### config.mk
export PLATFORM = sky130hd
export DESIGN_NAME = ram_wr_dispatch_flat
export DESIGN_NICKNAME = d
export VERILOG_FILES = /design/src/rtl/ram_wr_dispatch_if.sv /design/src/rtl/ram_wr_dispatch.sv /design/src/flat_wrapper.sv
export SDC_FILE = /design/constraint.sdc
export NUM_CORES = 1
export LEC_CHECK = 0
export ABC_CLOCK_PERIOD_IN_PS = 3100
export BUFFER_PORTS_ARGS = -buffer_cell sky130_fd_sc_hd__buf_2
export CAP_MARGIN = 40
export CORE_ASPECT_RATIO = 1.2
export CORE_UTILIZATION = 50
export CTS_BUF_LIST = sky130_fd_sc_hd__clkbuf_4 sky130_fd_sc_hd__clkbuf_8
export DETAILED_ROUTE_END_ITERATION = 8
export GPL_TIMING_DRIVEN = 0
export PLACE_DENSITY = 0.82
export SYNTH_ARGS = -nofsm -noshare
export SYNTH_HDL_FRONTEND = slang
export SYNTH_SLANG_ARGS = --single-unit
export TNS_END_PERCENT = 100
### constraint.sdc
create_clock -name clk -period 3.1 [get_ports clk]
set_input_delay 0.465 -clock clk [delete_from_list [all_inputs] [get_ports clk]]
set_output_delay 0.465 -clock clk [all_outputs]
set_load 0.005 [all_outputs]
### src/rtl/ram_wr_dispatch_if.sv
// Receive-FIFO handshake and channel RAM write bus between the USB3 FIFO and the dispatcher.
interface ram_wr_dispatch_if;
  logic [31:0] din;
  logic        din_valid;
  logic        din_ready;
  logic        hold;
  logic [31:0] data;
  logic [23:0] wren;

  modport master (
    output din, din_valid, hold,
    input  din_ready, data, wren
  );

  modport slave (
    input  din, din_valid, hold,
    output din_ready, data, wren
  );
endinterface

### src/rtl/ram_wr_dispatch.sv
// Parses header words from the USB3 receive FIFO and steers the following payload
// words to the addressed CA/message/auxiliary RAM, or into a per-channel code delay.
module ram_wr_dispatch #(
  parameter logic [15:0] SYNC      = 16'h5AA5,
  parameter int unsigned TO_CYCLES = 65535
) (
  input  logic               clk,
  input  logic               rst,
  ram_wr_dispatch_if.slave   bus,
  output logic [9:0]         delay_ca0,
  output logic [9:0]         delay_ca1,
  output logic [9:0]         delay_ca2,
  output logic [9:0]         delay_ca3,
  output logic [9:0]         delay_ca4,
  output logic [9:0]         delay_ca5,
  output logic [9:0]         delay_ca6,
  output logic [9:0]         delay_ca7,
  output logic               pkt_done,
  output logic               hdr_err,
  output logic               to_err
);

  localparam int unsigned IW = $clog2(TO_CYCLES + 1);
  localparam int unsigned CW = 6;
  localparam int unsigned TW = 5;
  localparam int unsigned DW = 32;
  localparam int unsigned EW = 24;

  typedef enum logic {IDLE, PAYLOAD} state_t;

  state_t         state_q, state_d;
  logic [CW-1:0]  cnt_q, cnt_d;
  logic [TW-1:0]  tgt_q, tgt_d;
  logic [IW-1:0]  idle_q, idle_d, idle_inc;
  logic [DW-1:0]  data_q, data_d;
  logic [EW-1:0]  wren_q, wren_d;
  logic           pkt_q, pkt_d, hdr_q, hdr_d, to_q, to_d;
  logic [9:0]     delay_q [8];
  logic [9:0]     delay_d [8];
  logic           beat;

  assign bus.din_ready = ~rst & ~bus.hold;
  assign beat          = bus.din_valid & bus.din_ready;
  assign idle_inc      = idle_q + IW'(1);

  assign bus.data  = data_q;
  assign bus.wren  = wren_q;
  assign pkt_done  = pkt_q;
  assign hdr_err   = hdr_q;
  assign to_err    = to_q;
  assign delay_ca0 = delay_q[0];
  assign delay_ca1 = delay_q[1];
  assign delay_ca2 = delay_q[2];
  assign delay_ca3 = delay_q[3];
  assign delay_ca4 = delay_q[4];
  assign delay_ca5 = delay_q[5];
  assign delay_ca6 = delay_q[6];
  assign delay_ca7 = delay_q[7];

  // Header parse, payload steering and idle timeout
  always_comb begin
    state_d = state_q;
    cnt_d   = cnt_q;
    tgt_d   = tgt_q;
    idle_d  = idle_q;
    data_d  = data_q;
    wren_d  = '0;
    pkt_d   = 1'b0;
    hdr_d   = 1'b0;
    to_d    = 1'b0;
    delay_d = delay_q;
    case (state_q)
      IDLE: begin
        if (beat) begin
          if (bus.din[31:16] != SYNC) begin
            hdr_d = 1'b1;
          end else begin
            state_d = PAYLOAD;
            tgt_d   = bus.din[12:8];
            idle_d  = '0;
            case (bus.din[12:11])
              2'b00:   cnt_d = CW'(32);
              2'b01:   cnt_d = CW'(47);
              default: cnt_d = CW'(1);
            endcase
          end
        end
      end
      PAYLOAD: begin
        if (beat) begin
          idle_d = '0;
          // Targets 24-31 carry a code delay instead of a RAM write
          if (tgt_q[4:3] != 2'b11) begin
            wren_d = EW'(1) << tgt_q;
            data_d = bus.din;
          end else begin
            delay_d[tgt_q[2:0]] = bus.din[9:0];
          end
          cnt_d = cnt_q - CW'(1);
          if (cnt_q == CW'(1)) begin
            state_d = IDLE;
            pkt_d   = 1'b1;
          end
        end else if (idle_inc == IW'(TO_CYCLES)) begin
          state_d = IDLE;
          to_d    = 1'b1;
          cnt_d   = '0;
          idle_d  = '0;
        end else begin
          idle_d = idle_inc;
        end
      end
      default: state_d = IDLE;
    endcase
  end

  always_ff @(posedge clk) begin
    if (rst) begin
      state_q <= IDLE;
      cnt_q   <= '0;
      tgt_q   <= '0;
      idle_q  <= '0;
      data_q  <= '0;
      wren_q  <= '0;
      pkt_q   <= 1'b0;
      hdr_q   <= 1'b0;
      to_q    <= 1'b0;
      delay_q <= '{default: '0};
    end else begin
      state_q <= state_d;
      cnt_q   <= cnt_d;
      tgt_q   <= tgt_d;
      idle_q  <= idle_d;
      data_q  <= data_d;
      wren_q  <= wren_d;
      pkt_q   <= pkt_d;
      hdr_q   <= hdr_d;
      to_q    <= to_d;
      delay_q <= delay_d;
    end
  end

endmodule

### src/flat_wrapper.sv
// flat-port wrapper written by rule: the top's interface ports become plain ports
module ram_wr_dispatch_flat 
#(
  parameter logic [15:0] SYNC      = 16'h5AA5,
  parameter int unsigned TO_CYCLES = 65535
)
  (clk, rst, delay_ca0, delay_ca1, delay_ca2, delay_ca3, delay_ca4, delay_ca5, delay_ca6, delay_ca7, pkt_done, hdr_err, to_err, bus_din, bus_din_valid, bus_hold, bus_din_ready, bus_data, bus_wren);
  ram_wr_dispatch_if bus_i ();
  input  logic clk;
  input  logic rst;
  output logic [9:0] delay_ca0;
  output logic [9:0] delay_ca1;
  output logic [9:0] delay_ca2;
  output logic [9:0] delay_ca3;
  output logic [9:0] delay_ca4;
  output logic [9:0] delay_ca5;
  output logic [9:0] delay_ca6;
  output logic [9:0] delay_ca7;
  output logic pkt_done;
  output logic hdr_err;
  output logic to_err;
  input wire logic [$bits(bus_i.din)-1:0] bus_din;
  input wire logic [$bits(bus_i.din_valid)-1:0] bus_din_valid;
  input wire logic [$bits(bus_i.hold)-1:0] bus_hold;
  output wire logic [$bits(bus_i.din_ready)-1:0] bus_din_ready;
  output wire logic [$bits(bus_i.data)-1:0] bus_data;
  output wire logic [$bits(bus_i.wren)-1:0] bus_wren;
  assign bus_i.din = bus_din;
  assign bus_i.din_valid = bus_din_valid;
  assign bus_i.hold = bus_hold;
  assign bus_din_ready = bus_i.din_ready;
  assign bus_data = bus_i.data;
  assign bus_wren = bus_i.wren;
  ram_wr_dispatch #(.SYNC(SYNC), .TO_CYCLES(TO_CYCLES)) u_core (.clk(clk), .rst(rst), .bus(bus_i), .delay_ca0(delay_ca0), .delay_ca1(delay_ca1), .delay_ca2(delay_ca2), .delay_ca3(delay_ca3), .delay_ca4(delay_ca4), .delay_ca5(delay_ca5), .delay_ca6(delay_ca6), .delay_ca7(delay_ca7), .pkt_done(pkt_done), .hdr_err(hdr_err), .to_err(to_err));
endmodule
Yosys cells after proc, flatten, opt, wreduce, memory -nomap -nowiden
Cells that the tools add are included.
{"block": "totals", "ff_bits": 167, "elab_cells": 73}
{"block": "classes", "add_sub_neg": 2, "order_cmp": 2, "n_eq_ne": 8, "shift": 1, "n_mux": 23, "n_bitwise": 9, "n_reduce_logical": 11}
{"op": "$bwmux 80", "n": 1}
{"op": "$mux 16", "n": 4}
{"op": "$pmux 16 s2", "n": 1}
{"op": "$demux 10 s3", "n": 1}
{"op": "$mux 6", "n": 4}
{"op": "$pmux 6 s2", "n": 2}
{"op": "$shl 1x5->24 const A", "n": 1}
{"op": "$add 16x1->16 const B", "n": 1}
{"op": "$eq 16x16->1 const B", "n": 1}
{"op": "$ne 16x15->1 const B", "n": 1}
{"op": "$reduce_and 3->1", "n": 4}
{"op": "$mux 10", "n": 1}
{"op": "$reduce_or 3->1", "n": 3}
{"op": "$mux 1", "n": 8}
{"op": "$eq 6x1->1 const B", "n": 1}
{"op": "$not 1->1", "n": 6}
{"op": "$sub 6x1->6 const B", "n": 1}
{"op": "$ge 4x4->1 const B", "n": 1}
{"op": "$lt 4x1->1 const B", "n": 1}
{"op": "$ne 2x2->1 const B", "n": 2}
{"op": "$not 3->4", "n": 1}
{"op": "$reduce_or 4->1", "n": 1}
{"op": "$ne 3x3->1 const B", "n": 1}
{"op": "$and 1x1->1", "n": 2}
{"op": "other kinds (6)", "n": 6}

Longest topological paths before layout
Gate-level depths: netlist of run 1.
{"block": "depth", "word_depth": 6, "ltp_mapped": 10, "ltp_nobuf": 8}

Least setup slack after synthesis of run 1
Ideal clock, no wire load.
{"block": "synth_path", "kind": "flip-flop to flip-flop", "from": "register u_core.idle_q[0]", "to": "register u_core.cnt_q[3]", "setup_time_ns": 0.117, "arrival_ns": 2.233, "required_ns": 2.983, "path_slack_ns": 0.749, "stages_incl_launch_ff": 11, "path_buffers": 2, "cell_sequence": "dfxtp_1 > ha_1 > buf_2 > nor2b_1 > o21ai_1 > a2111o_1 > a2111oi_4 > a31o_2 > buf_6 > o21ai_1 > a32o_1"}
{"block": "synth_between", "elab_chain_len": 4}
{"element": "from (decl)", "line_no": "ram_wr_dispatch.sv:34", "source": "logic [IW-1:0] idle_q, idle_d, idle_inc;"}
{"element": "from (signal assigned)", "line_no": "ram_wr_dispatch.sv:133", "source": "idle_q <= idle_d;"}
{"element": "$add 16x1->16", "line_no": "ram_wr_dispatch.sv:44", "source": "assign idle_inc = idle_q + IW'(1);"}
{"element": "$eq 16x16->1", "line_no": "ram_wr_dispatch.sv:104", "source": "end else if (idle_inc == IW'(TO_CYCLES)) begin"}
{"element": "$ne 3x3->1 (no source line)"}
{"element": "$reduce_and 3->1 (no source line)"}
{"element": "to (signal assigned)", "line_no": "ram_wr_dispatch.sv:131", "source": "cnt_q <= cnt_d;"}
{"element": "to (decl)", "line_no": "ram_wr_dispatch.sv:32", "source": "logic [CW-1:0] cnt_q, cnt_d;"}
No other way between the ends.
A chain may end at the register's enable or synchronous reset.

Final worst setup path of run 1
{"block": "layout_path", "from": "register u_core.idle_q[0]", "to": "register u_core.idle_q[13]"}
{"block": "layout_between", "elab_chain_len": 5}
{"element": "$add 16x1->16 (*)", "line_no": "ram_wr_dispatch.sv:44"}
{"element": "$eq 16x16->1", "line_no": "ram_wr_dispatch.sv:104"}
{"element": "$mux 16 (*)", "line_no": "ram_wr_dispatch.sv:104"}
{"element": "$mux 16 (*)", "line_no": "ram_wr_dispatch.sv:90", "source": "if (beat) begin"}
{"element": "$pmux 16 s2 (*)", "line_no": "ram_wr_dispatch.sv:72", "source": "case (state_q)"}
Mark *: on every way between the ends. The rest lies on a longest branch, timed or not.

==> results of run 1 <==
==> how the worst min path moves through the flow <==
stage                                   start  depth (start not counted)                  end
after global routing              bus_din[13]                          3  u_core.bus.data[13]
after global placement    u_core.bus.data[16]                          2  u_core.bus.data[16]
final                             bus_din[15]                          3  u_core.bus.data[15]
after floorplan            u_core.bus.data[0]                          2   u_core.bus.data[0]
after CTS                         bus_din[15]                          3  u_core.bus.data[15]
after detailed placement  u_core.bus.data[17]                          2  u_core.bus.data[17]
==> cell type report <==
class	count	area share, %
clock buffers	17	2.97
inverters	9	0.429
repair buffers	164	10.4
flip-flops and latches	167	42.4
clock inverters	15	1.94
multi-input cells	489	36.5
well taps	164	2.60
plain buffers	51	2.78
==> routing by layer <==
| metal | vias to the layer above | share of wire (%) | GRT usage (%) |
|---|---|---|---|
| li1 | 2776 | - | - |
| met1 | 2662 | 41 | 29.1 |
| met2 | 211 | 50 | 44.2 |
| met3 | 27 | 7.2 | 8.27 |
| met4 | 0 | 2.1 | 8.74 |
| met5 | - | 0 | 0 |
==> worst max-delay path, delay by kind of cell (launching register included) <==
| family | cells | cell delay, ns |
|---|---|---|
| DFF | 1 | 0.38 |
| adders and majority gates | 1 | 0.15 |
| and+or+nand+nor | 1 | 0.17 |
| AOI/OAI and AO/OA | 5 | 1.25 |
| xor gates and xnor gates | 1 | 0.16 |
| buffers and inverters | 2 | 0.47 |
==> placed cells by master (no fill, tap or decap), types with 3 or more instances in the layout <==
cell type  Yosys  routed
o21ai_1        4       4
o31ai_1        3       3
and3_1         4       4
or3_1          7       7
buf_2          7     171
inv_6          0       3
and2_1         4       4
o22ai_1        3       3
nor2_2         8       8
ha_1           4       4
nor2_1       125     125
dfxtp_1      167     167
mux2i_1       89      89
nand3b_1       5       5
a21oi_1       44      44
clkbuf_8       0      17
nand4_1        5       5
a32o_1         3       3
nand3_1       14      14
inv_8          0       5
xnor2_1        4       4
clkbuf_1      41      41
a31o_2         3       3
o21ai_0       15      15
nor3_1        12      12
nand2_1      101     101
inv_1          9       9
==> per-stage QoR <==
stage,utilization [%],power [uW],area (um^2),worst slack [ns]
6_report,62.5,3760,7880,0.400
2_1_floorplan,-,2250,6470,0.749
5_1_grt,62.5,3890,7880,0.191
3_5_place_dp,59.4,2300,7500,0.384
4_1_cts,62.5,3790,7880,0.434
3_3_place_gp,59.4,2300,7500,0.414
==> power breakdown <==
| group | total [uW] | leakage, uW | switching (uW) | internal, uW |
|---|---|---|---|---|
| clock | 1510 | 0.000192 | 907 | 602 |
| sequential | 2140 | 0.00134 | 0.309 | 2140 |
| combinational | 105 | 0.00163 | 78.1 | 27.1 |
| total | 3760 | 0.00316 | 986 | 2770 |
==> kinds of logic after synthesis <==
group / Yosys count / synth area share (%)
and+or+nand+nor: 306 / 21.2
DFF: 167 / 51.7
muxes: 89 / 13.8
AOI/OAI and AO/OA: 86 / 8.12
buffers and inverters: 60 / 3.91
xor gates and xnor gates: 4 / 0.541
adders and majority gates: 4 / 0.773
==> flow_summary.ini, run 1 <==
[critical_path]
arrival_ns = 3.03
worstReg2RegStart = u_core.idle_q[0]
r2r_slack_ns = 0.40
path_cells = ha_1 > buf_2 > nand3_1 > xnor2_1 > a2111o_1 > a2111oi_4 > a21oi_2 > buf_2 > a31oi_1 > o31ai_1
r2r_cells = 10
critPathMaxFanout = 10
required_ns = 3.43
r2r-end = u_core.idle_q[13]
crit_path_start_kind = flip-flop
slowest_stage = a2111oi_4
path_common_cell = buf_2
slowest_delay_ns = 0.44
crit_end = u_core.idle_q[13]
endpoint_kind = flip-flop
critPathLaunch = u_core.idle_q[0]
path_class = reg -> reg

[final_layout]
largest_register_ffs = 32
syn_to_final_growth_pct = 21.8
fin_nets = 939
nFillCells = 1119
n_antenna_cell = 0
multi_input_area_um2 = 2880
stdcell_count = 1076
drive_gt1_share_pct = 24.8
regArea_um2 = 3340

[power]
ir_worst_vdd_mv = 0.360
p_leak_uw = 0.00316
powerDensity_nw_per_um2 = 477

[timing]
fin_skew_ns = 0.0152
setup_viol = 0
hold_viol = 0
hold_slack_ns = 0.236
period_needed_ns = 2.70
fmax_mhz = 370
grt_setup_unrepaired = no
relSlewSlack_pct = 42.1
worst_pin_slew_ns = 0.861
finalCritPeriodShare_pct = 87.1
setup-tns-final_ns = 0
drv_slew = 0

[clocking]
clk_latency_ns = 0.46
cts_buffer_depth = 2
path_clk_slew_ns = 0.10
cts_hold_buf = 0
cts-buffers-inserted = 17
cts_tree = built
clock_sinks = 167
cts_root_buf = clkbuf_8
post_cts_resized = 0
htree_levels = 4
cts_setup_buffers = 0

[synthesis]
synth.cell_area_um2 = 6470
syn-num-nets = 756
ys_ff_latch = 167
synth_common_cells = 167 x dfxtp_1, 125 x nor2_1, 101 x nand2_1, 89 x mux2i_1, 44 x a21oi_1
yosysWarnings = 0
synth_edf_count = 0
synth_top_flop_cell = dfxtp_1
synth.distinct_cells = 53
syn_area_per_cell_um2 = 9.04
synth_top_area_cell = dfxtp_1
synth_most_common_cell = dfxtp_1
ys_seq_area_share_pct = 51.7
syn_inst = 716
ys_top_cells_by_area = dfxtp_1 52%, mux2i_1 14%, nor2_1 7.3%
yosys.area.top_type_share_pct = 51.7
async_flop_share_pct = 0

[die]
die_w_um = 106
start_util_pct = 51.3
die_h_um = 127
pin_count = 176
dieArea_um2 = 13400
rows = 45
core_um2 = 12600

[grt]
grt_usage_pct = 25.4
gr-total-overflow = 0
antenna_found_initial = 0
grt_max_degree = 19
grt_pass1_vias = 5182
grt_pass1_wl_um = 26300

[routing]
vias = 5676
first_pass_iters = 5
via_per_inst = 5.28
wl_um = 16900
drc = 0
post_drt_wl_per_cell_um = 15.7
ant_nets = 0
drtIter0Drc = 318

[placed_design]
dp.cells = 1044
post-dp-hpwl_um = 12400
io_buffers = 164
globalplace.congestion = 0.953

[run]
max_cap_violations = 0

[hold_path]
hold_class = in -> reg

[outcome]
status = finished clean
Power figures use the tool's default switching activity.
==> run 2, diff against run 1 <==
Settings changed: ABC_CLOCK_PERIOD_IN_PS 3100 to 3490, CORE_UTILIZATION 50 to 55, PLACE_DENSITY 0.82 to 0.88.
Clock period 3.1 ns to 3.49 ns, I/O delays scaled along.
==> run 2 against run 1 <==
Effect of this change: count of clock-buffer cells in the layout rose by 1; total power down 11%; combinational power decreased by 12%; first-iteration DRC count down 0.94%; core utilization increased by 5.9 points; sequential cell count unchanged; die area decreased by 8.9%; via count rose by 2.4%; routed wire length is 1.8% higher.
==> flow_summary.ini, run 2 (same netlist as run 1, synthesis figures left out) <==
[hold_path]
hold_class = in -> reg
min-delay-start = bus_din[15]

[final_layout]
nFillCells = 991
final_area_um2 = 7870
final_common_cell = buf_2
final_cell_mix = 172 x buf_2, 167 x dfxtp_1, 125 x nor2_1
n_antenna_cell = 0
final_core_util_pct = 68.4
syn_to_final_growth_pct = 21.7
fin_nets = 940
largest_register_ffs = 32
drive_gt1_share_pct = 24.9

[timing]
drv_slew = 0
fin_ws_ns = 0.870
fmax_mhz = 382
hold_viol = 0
finalCritPeriodShare_pct = 75.1
period_needed_ns = 2.62
grt_setup_unrepaired = no
relSlewSlack_pct = 51.6
worst_pin_slew_ns = 0.725
fin_skew_ns = 0.0139
setup_viol = 0
setup-tns-final_ns = 0

[outcome]
status = finished clean

[critical_path]
critPathLaunch = u_core.idle_q[0]
required_ns = 3.84
critPathMaxFanout = 10
arrival_ns = 2.97
worstReg2RegStart = u_core.idle_q[0]
path_class = reg -> reg
endpoint_kind = flip-flop
crit_path_start_kind = flip-flop

[power]
p_leak_uw = 0.00318
ir_worst_vdd_mv = 0.309
powerDensity_nw_per_um2 = 427
power_uw = 3360

[grt]
grt_util_met2_pct = 48.5
antenna_found_initial = 0
gr-usage-met3_pct = 8.03
grt_pass1_wl_um = 26800
gr-total-overflow = 0
use_met1_pct = 33.5
grt_max_degree = 17
grt_pass1_vias = 5336
grt_busiest_layer = met2
grt_usage_pct = 28.7

[clocking]
cts-buffers-inserted = 17
clk_latency_ns = 0.46
cts_buffer_depth = 2
post_cts_resized = 0
clock_sinks = 167
htree_levels = 4
path_clk_slew_ns = 0.10
cts_root_buf = clkbuf_8
cts_hold_buf = 0
cts_tree = built
cts_setup_buffers = 0

[placed_design]
place_ws_ns = 0.734
globalplace.congestion = 0.916
post-dp-hpwl_um = 12200
io_buffers = 164
placed_cell_area_um2 = 7490

[routing]
drc = 0
ant_nets = 0
first_pass_iters = 5
vias = 5810
post_drt_wl_per_cell_um = 16.1
wl_um = 17200
via_per_inst = 5.43
drtIter0Drc = 315

[die]
dieArea_um2 = 12200
die_w_um = 101
start_util_pct = 56.2
pin_count = 176
core_um2 = 11500
die_h_um = 121
rows = 43

[run]
max_cap_violations = 0
run 2: changes by cell type in the layout (fill, tap and decap cells not counted), sizes merged:
cell	previous run	this run
clkbuf	58	59
clkinv	5	4
buf	174	175
clkinvlp	2	1
bufinv	0	1
run 2: critical path, stage by stage (launching register included):
cell and delay (ns):
dfxtp_1 0.37, ha_1 0.15, buf_2 0.21, nand3_1 0.17
xnor2_1 0.15, a2111o_1 0.36, a2111oi_4 0.41, a21oi_2 0.18
buf_2 0.25, a31oi_1 0.18, o31ai_1 0.09
run 2: through the flow:
stage / hold WS, ns / instances
after floorplan: 0.453 / 716
after global placement: 0.439 / 1037
after detailed placement: 0.443 / 1038
after CTS: 0.291 / 1070
after global routing: 0.296 / 1070
final: 0.302 / 1070
run 2: power by group:
group	switching (uW)	total (uW)	internal, uW
Combinational	67.8	91.9	24.1
Clock	769	1360	595
Sequential	0.0937	1900	1900
Total	837	3360	2520
run 2: area by class of cell:
cell class | instances | area, um^2 | area share, %
Buffer | 51 | 219 | 2.78
Multi-Input combinational cell | 489 | 2880 | 36.5
Tap cell | 157 | 196 | 2.49
Clock buffer | 18 | 241 | 3.07
Sequential cell | 167 | 3340 | 42.5
Timing Repair Buffer | 165 | 826 | 10.5
Inverter | 9 | 33.8 | 0.429
Clock inverter | 14 | 139 | 1.76
run 2: final timing paths:
check                             end  slack [ns]  depth (start not counted)
setup / recovery    u_core.idle_q[13]        0.87                         10
hold / removal    u_core.bus.data[15]        0.30                          3
setup reg to reg    u_core.idle_q[13]        0.87                         10
hold reg to reg    u_core.bus.data[0]        0.46                          2
run 2: metal layers:
| metal | part of all wire (%) | wire length, um |
|---|---|---|
| met2 | 49 | 8520 |
| met1 | 40 | 6970 |
| met5 | 0 | 0 |
| met3 | 7.4 | 1280 |
| met4 | 2.8 | 480 |
